$ cat config.mk
export PLATFORM = sky130hd
export DESIGN_NAME = trigger_sequencer
export DESIGN_NICKNAME = d
export VERILOG_FILES = /design/src/rtl/trigger_seq_pkg.sv /design/src/rtl/trigger_seq_window.sv /design/src/rtl/trigger_sequencer.sv
export SDC_FILE = /design/constraint.sdc
export NUM_CORES = 1
export LEC_CHECK = 0
export ABC_AREA = 1
export CORE_MARGIN = 3
export CORE_UTILIZATION = 54
export CTS_CLUSTER_SIZE = 40
export DETAILED_ROUTE_END_ITERATION = 12
export MAX_ROUTING_LAYER = met4
export PLACE_DENSITY = 0.82
export SKIP_CTS_REPAIR_TIMING = 1
export SYNTH_ARGS = -nofsm -noshare
export SYNTH_HDL_FRONTEND = slang
export SYNTH_SLANG_ARGS = --single-unit
$ cat constraint.sdc
create_clock -name clk_adc -period 4.35 [get_ports clk_adc]
set_input_delay 0.6525 -clock clk_adc [delete_from_list [all_inputs] [get_ports clk_adc]]
set_output_delay 0.6525 -clock clk_adc [all_outputs]
set_load 0.02 [all_outputs]
$ cat src/rtl/trigger_seq_pkg.sv
// Shared types and helpers for the multi-stage trigger sequencer.
// Window vectors are unpacked here so the top stays free of index math.
package trigger_seq_pkg;

  typedef enum logic [1:0] {
    IDLE,
    STAGE,
    DONE
  } state_t;

  localparam int STAGE_W   = 2;
  localparam int SLICE_W   = 32;
  localparam int WIN_VEC_W = 3 * SLICE_W;

  function automatic logic [SLICE_W-1:0] win_slice(
    input logic [WIN_VEC_W-1:0] vec,
    input int unsigned          idx,
    input int unsigned          w
  );
    logic [WIN_VEC_W-1:0] sh;
    logic [SLICE_W-1:0]   mask;
    sh   = vec >> (idx * w);
    mask = (w >= SLICE_W) ? '1
         : ((SLICE_W'(1) << w) - SLICE_W'(1));
    return SLICE_W'(sh) & mask;
  endfunction

endpackage

$ cat src/rtl/trigger_seq_window.sv
// Saturating inter-stage gap counter with early / in-window / timeout
// compare; gap is one more than the count, i.e. the edge distance.
module trigger_seq_window
  import trigger_seq_pkg::*;
#(
  parameter int CNT_W = 16
) (
  input  logic             clk_adc,
  input  logic             reset,
  input  logic             clear,
  input  logic [CNT_W-1:0] min,
  input  logic [CNT_W-1:0] max,
  output logic             early,
  output logic             ok,
  output logic             timeout
);

  logic [CNT_W-1:0] cnt;
  logic [CNT_W:0]   gap;

  assign gap     = {1'b0, cnt} + (CNT_W + 1)'(1);
  assign early   = gap < {1'b0, min};
  assign timeout = (max != '0) && (gap > {1'b0, max});
  assign ok      = !early && !timeout;

  always_ff @(posedge clk_adc) begin
    if (reset || clear) begin
      cnt <= '0;
    end else if (cnt != '1) begin
      cnt <= cnt + CNT_W'(1);
    end
  end

endmodule

$ cat src/rtl/trigger_sequencer.sv
// Ordered multi-stage trigger sequencer: each awaited stage edge must
// land inside its gap window before the capture trigger fires.
module trigger_sequencer
  import trigger_seq_pkg::*;
#(
  parameter int NUM_STAGES = 2,
  parameter int CNT_W      = 16
) (
  input  logic                             clk_adc,
  input  logic                             reset,
  input  logic                             I_arm,
  input  logic                             I_enable,
  input  logic [1:0]                       I_num_stages,
  input  logic [NUM_STAGES-1:0]            I_trig,
  input  logic [(NUM_STAGES-1)*CNT_W-1:0]  I_window_min,
  input  logic [(NUM_STAGES-1)*CNT_W-1:0]  I_window_max,
  output logic                             O_trigger,
  output logic [1:0]                       O_stage,
  output logic [NUM_STAGES-1:0]            O_stage_active,
  output logic                             O_seq_fail,
  output logic                             O_done
);

  localparam logic [STAGE_W-1:0] TOP = STAGE_W'(NUM_STAGES - 1);

  state_t               state;
  state_t               state_nxt;
  logic [STAGE_W-1:0]   stage;
  logic [STAGE_W-1:0]   stage_nxt;
  logic [STAGE_W-1:0]   prev_idx;
  logic [STAGE_W-1:0]   last;
  logic [NUM_STAGES-1:0] trig_r;
  logic [NUM_STAGES-1:0] edges;
  logic [NUM_STAGES-1:0] act_nxt;
  logic [WIN_VEC_W-1:0] min_vec;
  logic [WIN_VEC_W-1:0] max_vec;
  logic [CNT_W-1:0]     min_cur;
  logic [CNT_W-1:0]     max_cur;
  logic                 evt;
  logic                 clear;
  logic                 early;
  logic                 ok;
  logic                 timeout;
  logic                 trig_nxt;
  logic                 fail_nxt;

  assign edges    = I_trig & ~trig_r;
  assign prev_idx = stage - STAGE_W'(1);
  assign min_vec  = WIN_VEC_W'(I_window_min);
  assign max_vec  = WIN_VEC_W'(I_window_max);
  assign min_cur  = CNT_W'(win_slice(min_vec, 32'(prev_idx), CNT_W));
  assign max_cur  = CNT_W'(win_slice(max_vec, 32'(prev_idx), CNT_W));

  // Bypass collapses the sequence to stage 0 alone.
  assign last = !I_enable ? '0
              : (I_num_stages > TOP) ? TOP
              : I_num_stages;

  always_comb begin
    evt = 1'b0;
    for (int k = 0; k < NUM_STAGES; k++) begin
      if (stage == STAGE_W'(k)) evt = edges[k];
    end
  end

  trigger_seq_window #(
    .CNT_W (CNT_W)
  ) u_window (
    .clk_adc (clk_adc),
    .reset   (reset),
    .clear   (clear),
    .min     (min_cur),
    .max     (max_cur),
    .early   (early),
    .ok      (ok),
    .timeout (timeout)
  );

  always_comb begin
    state_nxt = state;
    stage_nxt = stage;
    trig_nxt  = 1'b0;
    fail_nxt  = 1'b0;
    if (!I_arm) begin
      state_nxt = IDLE;
      stage_nxt = '0;
    end else begin
      unique case (state)
        IDLE: begin
          state_nxt = STAGE;
          stage_nxt = '0;
        end
        STAGE: begin
          if (stage == '0) begin
            if (evt) begin
              if (last == '0) begin
                trig_nxt  = 1'b1;
                state_nxt = DONE;
              end else begin
                stage_nxt = STAGE_W'(1);
              end
            end
          end else begin
            unique case (1'b1)
              evt && ok: begin
                if (stage >= last) begin
                  trig_nxt  = 1'b1;
                  state_nxt = DONE;
                end else begin
                  stage_nxt = stage + STAGE_W'(1);
                end
              end
              (evt && early) || timeout: begin
                fail_nxt  = 1'b1;
                stage_nxt = '0;
              end
              default: ;
            endcase
          end
        end
        DONE: ;
        default: begin
          state_nxt = IDLE;
          stage_nxt = '0;
        end
      endcase
    end
  end

  // Counter only runs while a later stage is awaited without change.
  assign clear = (state_nxt != STAGE) || (stage_nxt != stage)
              || (stage == '0);

  always_comb begin
    act_nxt = '0;
    if (state_nxt == STAGE) begin
      for (int k = 0; k < NUM_STAGES; k++) begin
        act_nxt[k] = (stage_nxt == STAGE_W'(k));
      end
    end
  end

  always_ff @(posedge clk_adc) begin
    if (reset) begin
      state          <= IDLE;
      stage          <= '0;
      trig_r         <= '0;
      O_trigger      <= 1'b0;
      O_seq_fail     <= 1'b0;
      O_done         <= 1'b0;
      O_stage_active <= '0;
    end else begin
      state          <= state_nxt;
      stage          <= stage_nxt;
      trig_r         <= I_trig;
      O_trigger      <= trig_nxt;
      O_seq_fail     <= fail_nxt;
      O_done         <= (state_nxt == DONE);
      O_stage_active <= act_nxt;
    end
  end

  assign O_stage = stage;

endmodule

==> impl_metrics.tcl <==
set metrics [dict create \
    routed_wl_um 6430 \
    end_kind "flip-flop" \
    max_stage_delay_ns 0.49 \
    final_max_slew_viol_count 0 \
    synth_warnings 0 \
    clk_pin_slew_ns 0.09 \
    dr.pass1.iters 4 \
    cts_buffer_depth 2 \
    power_density_nw_per_um2 144 \
    drive_gt1_share_pct 8.78 \
    num_rows 24 \
    post-route-util_pct 69.7 \
    grt_setup_unrepaired "no" \
    place_congestion 0.939 \
    die_area_um2 5700 \
    ys_ff_latch 27 \
    dr_total_vias 2611 \
    grt_usage_pct 25.2 \
    pwr-share-comb_pct 13.3 \
    synth_area_leaders "dfxtp_1, ha_1, nand2_1" \
    syn_inst 390 \
    finClkSkew_ns 0.00184 \
    switching_share_pct 22.0 \
    cts-buffers-inserted 3 \
    clock.fmax_ghz 0.262 \
    synth_top_flop_cell "dfxtp_1" \
    critPathTopFamily "simple AND/OR/NAND/NOR gates" \
    clock_latency_ns 0.27 \
    via_per_inst 5.38 \
    pwr-share-seq_pct 55.3 \
    synth.top_cell.area_share_pct 20.7 \
    slew_headroom_pct 39.7 \
    intPower_w 0.000354 \
    grt_max_degree 33 \
    p_sw_w 0.0000997 \
    max-cap-violations 0 \
    cts_tree "done" \
    grt_pass1_wl_um 10800 \
    avgSynthCellArea_um2 6.68 \
    htree_levels 1 \
    grtUsageMet1_pct 28.3 \
    drc_errors 0 \
    io_buffers 46 \
    drt-initial-drc-count 188 \
    fp.dieW_um 75.5 \
    hold_viol 0 \
    clkSinkCount 27 \
    crit_fanout 32 \
    grt.busiest_layer "met2" \
    postPlaceCellArea_um2 3090 \
    syn-num-nets 466 \
    nets 510 \
    cp_data_required_time_ns 4.55 \
    core_um2 4500 \
    crit_path_frequent_cell "nand2_1" \
    tns_ns 0 \
    start_kind "flip-flop" \
    tightestPinTransition_ns 0.901 \
    wire_per_inst_um 13.3 \
    hpwlAfterDp_um 5400 \
    met2_usage_pct 45.6 \
    diodes 0 \
    die_y_um 75.5 \
    final_cell_area_um2 3140 \
    min_period_ns 3.82 \
    root_buffer "clkbuf_8" \
    setup_viol_count_final 0 \
    overflow 0 \
    drtAntennaViolNets 0 \
    synthArstFlopShare_pct 0 \
    cp_num_buf_inv 2 \
    grt_pass1_vias 2505 \
    hold_class "reg -> reg" \
    ir_worst_vdd_mv 0.157 \
    num_io_pins 47 \
    synth.distinct_cells 37 \
    clkPwrFrac_pct 31.4 \
    critical-path-slowest-cell "dfxtp_1" \
    synth-edff-count 0 \
    status "complete, no violations" \
    met3_usage_pct 3.96 \
    critPathArrivalTime_ns 4.01 \
    path_class "reg -> reg" \
    fin_crit_sh_pct 87.7 \
    seq_area_frac_synth_pct 20.7 \
    yosys.area.top_type "dfxtp_1" \
    start_util_pct 57.9 \
    p_leak_nw 1.43 \
    area_delta_synth_final_pct 20.4 \
    synth_area_um2 2610 \
    antenna_found_initial 0 \
]
[per-layer routing]
| layer | routed length (µm) | part of all wire (%) |
|---|---|---|
| met1 | 2680 | 42 |
| met2 | 3220 | 50 |
| met3 | 374 | 5.8 |
| met4 | 162 | 2.5 |
| met5 | 0 | 0 |
[cells in the mapped netlist, drive strengths merged, types with 3 or more instances]
| cell | n |
|---|---|
| nand2 | 125 |
| inv | 51 |
| nor2 | 42 |
| ha | 36 |
| dfxtp | 27 |
| nand3 | 24 |
| nor3 | 22 |
| a21oi | 13 |
| xor2 | 10 |
| nand4 | 8 |
| o21ai | 7 |
| buf | 6 |
| nor4 | 4 |
| xnor2 | 3 |
[cell type report]
type                    instances  area [µm²]
inverters                      51         194
repair buffers                 47         468
well taps                      52        65.1
multi-input cells             304        1830
clock buffers                   4        45.0
fillers                       408        1370
flip-flops and latches         27         541
[tightest hold or removal path, cell delays in order (launching register included)]
cell	delay (ns)
dfxtp_1	0.33
mux2i_1	0.13
nor3_1	0.07
[cell families after synthesis]
family	after synthesis	synth area share (%)
buf+inv	59	9.22
simple gates	227	41.4
mux	1	0.384
xor+xnor	13	4.66
compound gates	26	6.15
other cells	1	0.144
flops	27	20.7
fa+ha+maj	36	17.3
[power by group through the flow]
stage | clock (W) | combinational (W) | sequential [W]
finish | 0.000142 | 0.0000602 | 0.000251
CTS | 0.000146 | 0.0000604 | 0.000251
floorplan | 0 | 0.0000178 | 0.000257
global placement | 0 | 0.0000591 | 0.000257
global route | 0.000155 | 0.0000652 | 0.000251
detailed placement | 0 | 0.0000602 | 0.000257
[state kept, by name, summed over array words and instances (netlist names)]
signal	flops
O_stage	2
O_done	1
O_trigger	1
O_seq_fail	1
state	2
O_stage_active	2
u_window.cnt	16
trig_r	2
[worst paths after layout]
check | from | to | slack [ns] | cells past startpoint
hold / removal | u_window.cnt[1]$_SDFFE_PP0P_ | u_window.cnt[1]$_SDFFE_PP0P_ | 0.58 | 2
hold reg to reg | u_window.cnt[1]$_SDFFE_PP0P_ | u_window.cnt[1]$_SDFFE_PP0P_ | 0.58 | 2
setup reg to reg | O_stage[0]$_SDFF_PP0_ | u_window.cnt[4]$_SDFFE_PP0P_ | 0.53 | 28
setup / recovery | O_stage[0]$_SDFF_PP0_ | u_window.cnt[4]$_SDFFE_PP0P_ | 0.53 | 28
[cells in the final DEF, fill, tap and decap left out, drive strengths merged, types with 4 or more instances in the layout]
cell type / n
nand2: 125
inv: 51
clkdlybuf4s50: 46
nor2: 42
ha: 36
dfxtp: 27
nand3: 24
nor3: 22
a21oi: 13
xor2: 10
nand4: 8
o21ai: 7
nor4: 4
clkbuf: 4
[stage by stage]
stage / total power (W) / worst slack, ns / hold WS [ns] / cells
2_1_floorplan: 0.000275 / 0.830 / 0.531 / 390
3_3_place_gp: 0.000316 / 0.548 / 0.553 / 481
3_5_place_dp: 0.000317 / 0.441 / 0.567 / 481
4_1_cts: 0.000458 / 0.422 / 0.580 / 485
5_1_grt: 0.000471 / 0.0610 / 0.627 / 485
6_report: 0.000453 / 0.534 / 0.575 / 485
Power figures use the tool's default switching activity.
==> variant: new RTL, config.mk and constraints unchanged <==
`CNT_W` is set to 16 in 2 places; all go to 12.
--- a/src/rtl/trigger_seq_window.sv
+++ b/src/rtl/trigger_seq_window.sv
@@ -3,7 +3,7 @@
 module trigger_seq_window
   import trigger_seq_pkg::*;
 #(
-  parameter int CNT_W = 16
+  parameter int CNT_W = 12
 ) (
   input  logic             clk_adc,
   input  logic             reset,
--- a/src/rtl/trigger_sequencer.sv
+++ b/src/rtl/trigger_sequencer.sv
@@ -4,7 +4,7 @@
   import trigger_seq_pkg::*;
 #(
   parameter int NUM_STAGES = 2,
-  parameter int CNT_W      = 16
+  parameter int CNT_W      = 12
 ) (
   input  logic                             clk_adc,
   input  logic                             reset,
Interface: changed (resized I_window_max and I_window_min); port bits go from 47 to 39. No check against the original RTL was run, so the function may have changed too.
==> variant against the unedited design <==
Die area shrank 12%. Cell area shrank 13%. Worst setup slack better by 0.12 ns. Synthesized cell count is 13% lower. Total power shrank 12%. Critical endpoint is now u_window.cnt[1]. Largest cell class unchanged. Sequential cell count shrank 4. Wire length decreased by 19%. Area after synthesis is 13% lower. First-iteration DRC count fell by 41%. Utilization rose by 0.82 points.
==> variant: results (changes against the unedited design) <==
* Asr flop ratio synth at 0 (unchanged)
* Biggest register: u_window.cnt (unchanged)
* Max Buffers Root-to-Sink at 2 (unchanged)
* Port bufs at 38 (was 46)
* Fraction of layout cells with a size suffix above 1 at 0.1504 (was 0.08776)
* Initial antenna violation count at 0 (unchanged)
* Synthesized area per cell at 6.649 sq um (was 6.683 sq um)
* Rel. slew slack at 0.6214 (was 0.3974)
* Seq/Total Area, Yosys at 0.2031 (was 0.2074)
* Global-route wire length before repair at 9052 um (was 10,780 um)
* Top cells by area, synth: dfxtp_1, ha_1, nand2_1, inv_1, nand3_1 (was dfxtp_1, ha_1, nand2_1, inv_1, nor2_1)
* Pre-CTS WS at 0.7037 ns (was 0.4407 ns)
* DR iter-0 viols at 110 (was 188)
* Skew-Pair Late Insertion Delay at 0.27 ns (about the same)
* Avg Vias per Cell at 5.311 (was 5.384)
* # diodes at 0 (unchanged)
* CP arrival at 3.89 ns (was 4.01 ns)
* Met1 usage at 0.2714 (was 0.2827)
* Leakage at 1.338 nW (was 1.425 nW)
* Number of flip-flops in the largest register at 12 (was 16)
* Post-Route WL at 5213 um (was 6434 um)
* Net Count, Synth at 399 (was 466)
* Clock Root Buffer: clkbuf_8 (unchanged)
* DRT Pass-1 Iters at 4 (unchanged)
* Vias in the first global route at 2,161 (was 2,505)
* Largest net degree at the start of global routing at 23 (was 33)
* NumNets Final at 438 (was 510)
* Grt met3 use at 0.02131 (was 0.03958)
* Post-DP Area at 0.002670 sq mm (was 0.003090 sq mm)
* Layout Skew at 0.007202 ns (was 0.001839 ns)
* Gpl congestion at 0.9030 (was 0.9388)
* Global Route Usage Sum at 0.2214 (was 0.2519)
* H-Tree Depth at 1 (unchanged)
* Clock slew at reported path FFs at 0.07 ns (was 0.09 ns)
* Crit-path max cell delay at 0.52 ns (was 0.49 ns)
* Status: completed (unchanged)
* Unique masters post-synth at 35 (was 37)
* Hold Path Class: reg -> reg (unchanged)
* Average wire per standard cell at 12.21 um (was 13.27 um)
* Num CTS Buffers at 3 (unchanged)
* Dpl cells at 423 (was 481)
* Slowest cell on crit path: dfxtp_1 (unchanged)
* Crit Path Max Fanout at 22 (was 32)
* Max rail drop VDD at 0.1898 mV (was 0.1570 mV)
* Yosys warnings at 0 (unchanged)
* Most frequent cells after synthesis: nand2_1, inv_1, nor2_1, nand3_1, ha_1 (was nand2_1, inv_1, nor2_1, ha_1, dfxtp_1)
* GR met2 Demand/Resource at 0.3769 (was 0.4564)
* Post-DP HPWL at 4338 um (was 5398 um)
* Ys flop type: dfxtp_1 (unchanged)
## variant: logic make-up after synthesis
family	Yosys count	share of synthesized area
and+or+nand+nor	191	0.4305
buffers and inverters	59	0.1082
AOI/OAI and AO/OA	34	0.08554
adders and majority gates	26	0.1435
DFF	23	0.2031
xor gates and xnor gates	6	0.02318
other	1	0.001654
muxes	1	0.004415
## variant: final cells by class
| type | count | area [sq um] |
|---|---|---|
| fill | 336 | 1137 |
| timing repair buffer | 38 | 380.4 |
| clock inverter | 1 | 5.005 |
| tap | 48 | 60.06 |
| inverter | 55 | 207.7 |
| multi-input combinational | 259 | 1562 |
| clock buffer | 3 | 41.29 |
| sequential | 23 | 460.4 |
## variant: report_power, final
group          total (W)  internal, W  switching, W
Clock           0.000130    0.0000640     0.0000658
Combinational  0.0000541    0.0000327     0.0000213
Sequential      0.000214     0.000213    0.00000147
Total           0.000398     0.000310     0.0000886
## variant: per-layer routing
metal,up-vias,wire length [um]
met5,-,0
met4,0,140
met3,12,299
met2,83,2476
met1,1010,2296
li1,1163,-
## variant: critical path, delay by kind of cell, from the launching register on
kind	cells	cell delay (ns)
AND/OR/NAND/NOR	15	1.61
flip-flops	1	0.52
adder cells (fa/ha/maj)	2	0.66
buffers and inverters	2	0.47
AO/OA/AOI/OAI	3	0.39
## variant: worst paths after layout
kind / slack, ns / depth (start not counted) / to / from
max: 0.65 / 22 / u_window.cnt[1] / O_stage[0]
min: 0.59 / 2 / u_window.cnt[1] / u_window.cnt[1]
min reg2reg: 0.59 / 2 / u_window.cnt[1] / u_window.cnt[1]
max reg2reg: 0.65 / 22 / u_window.cnt[1] / O_stage[0]
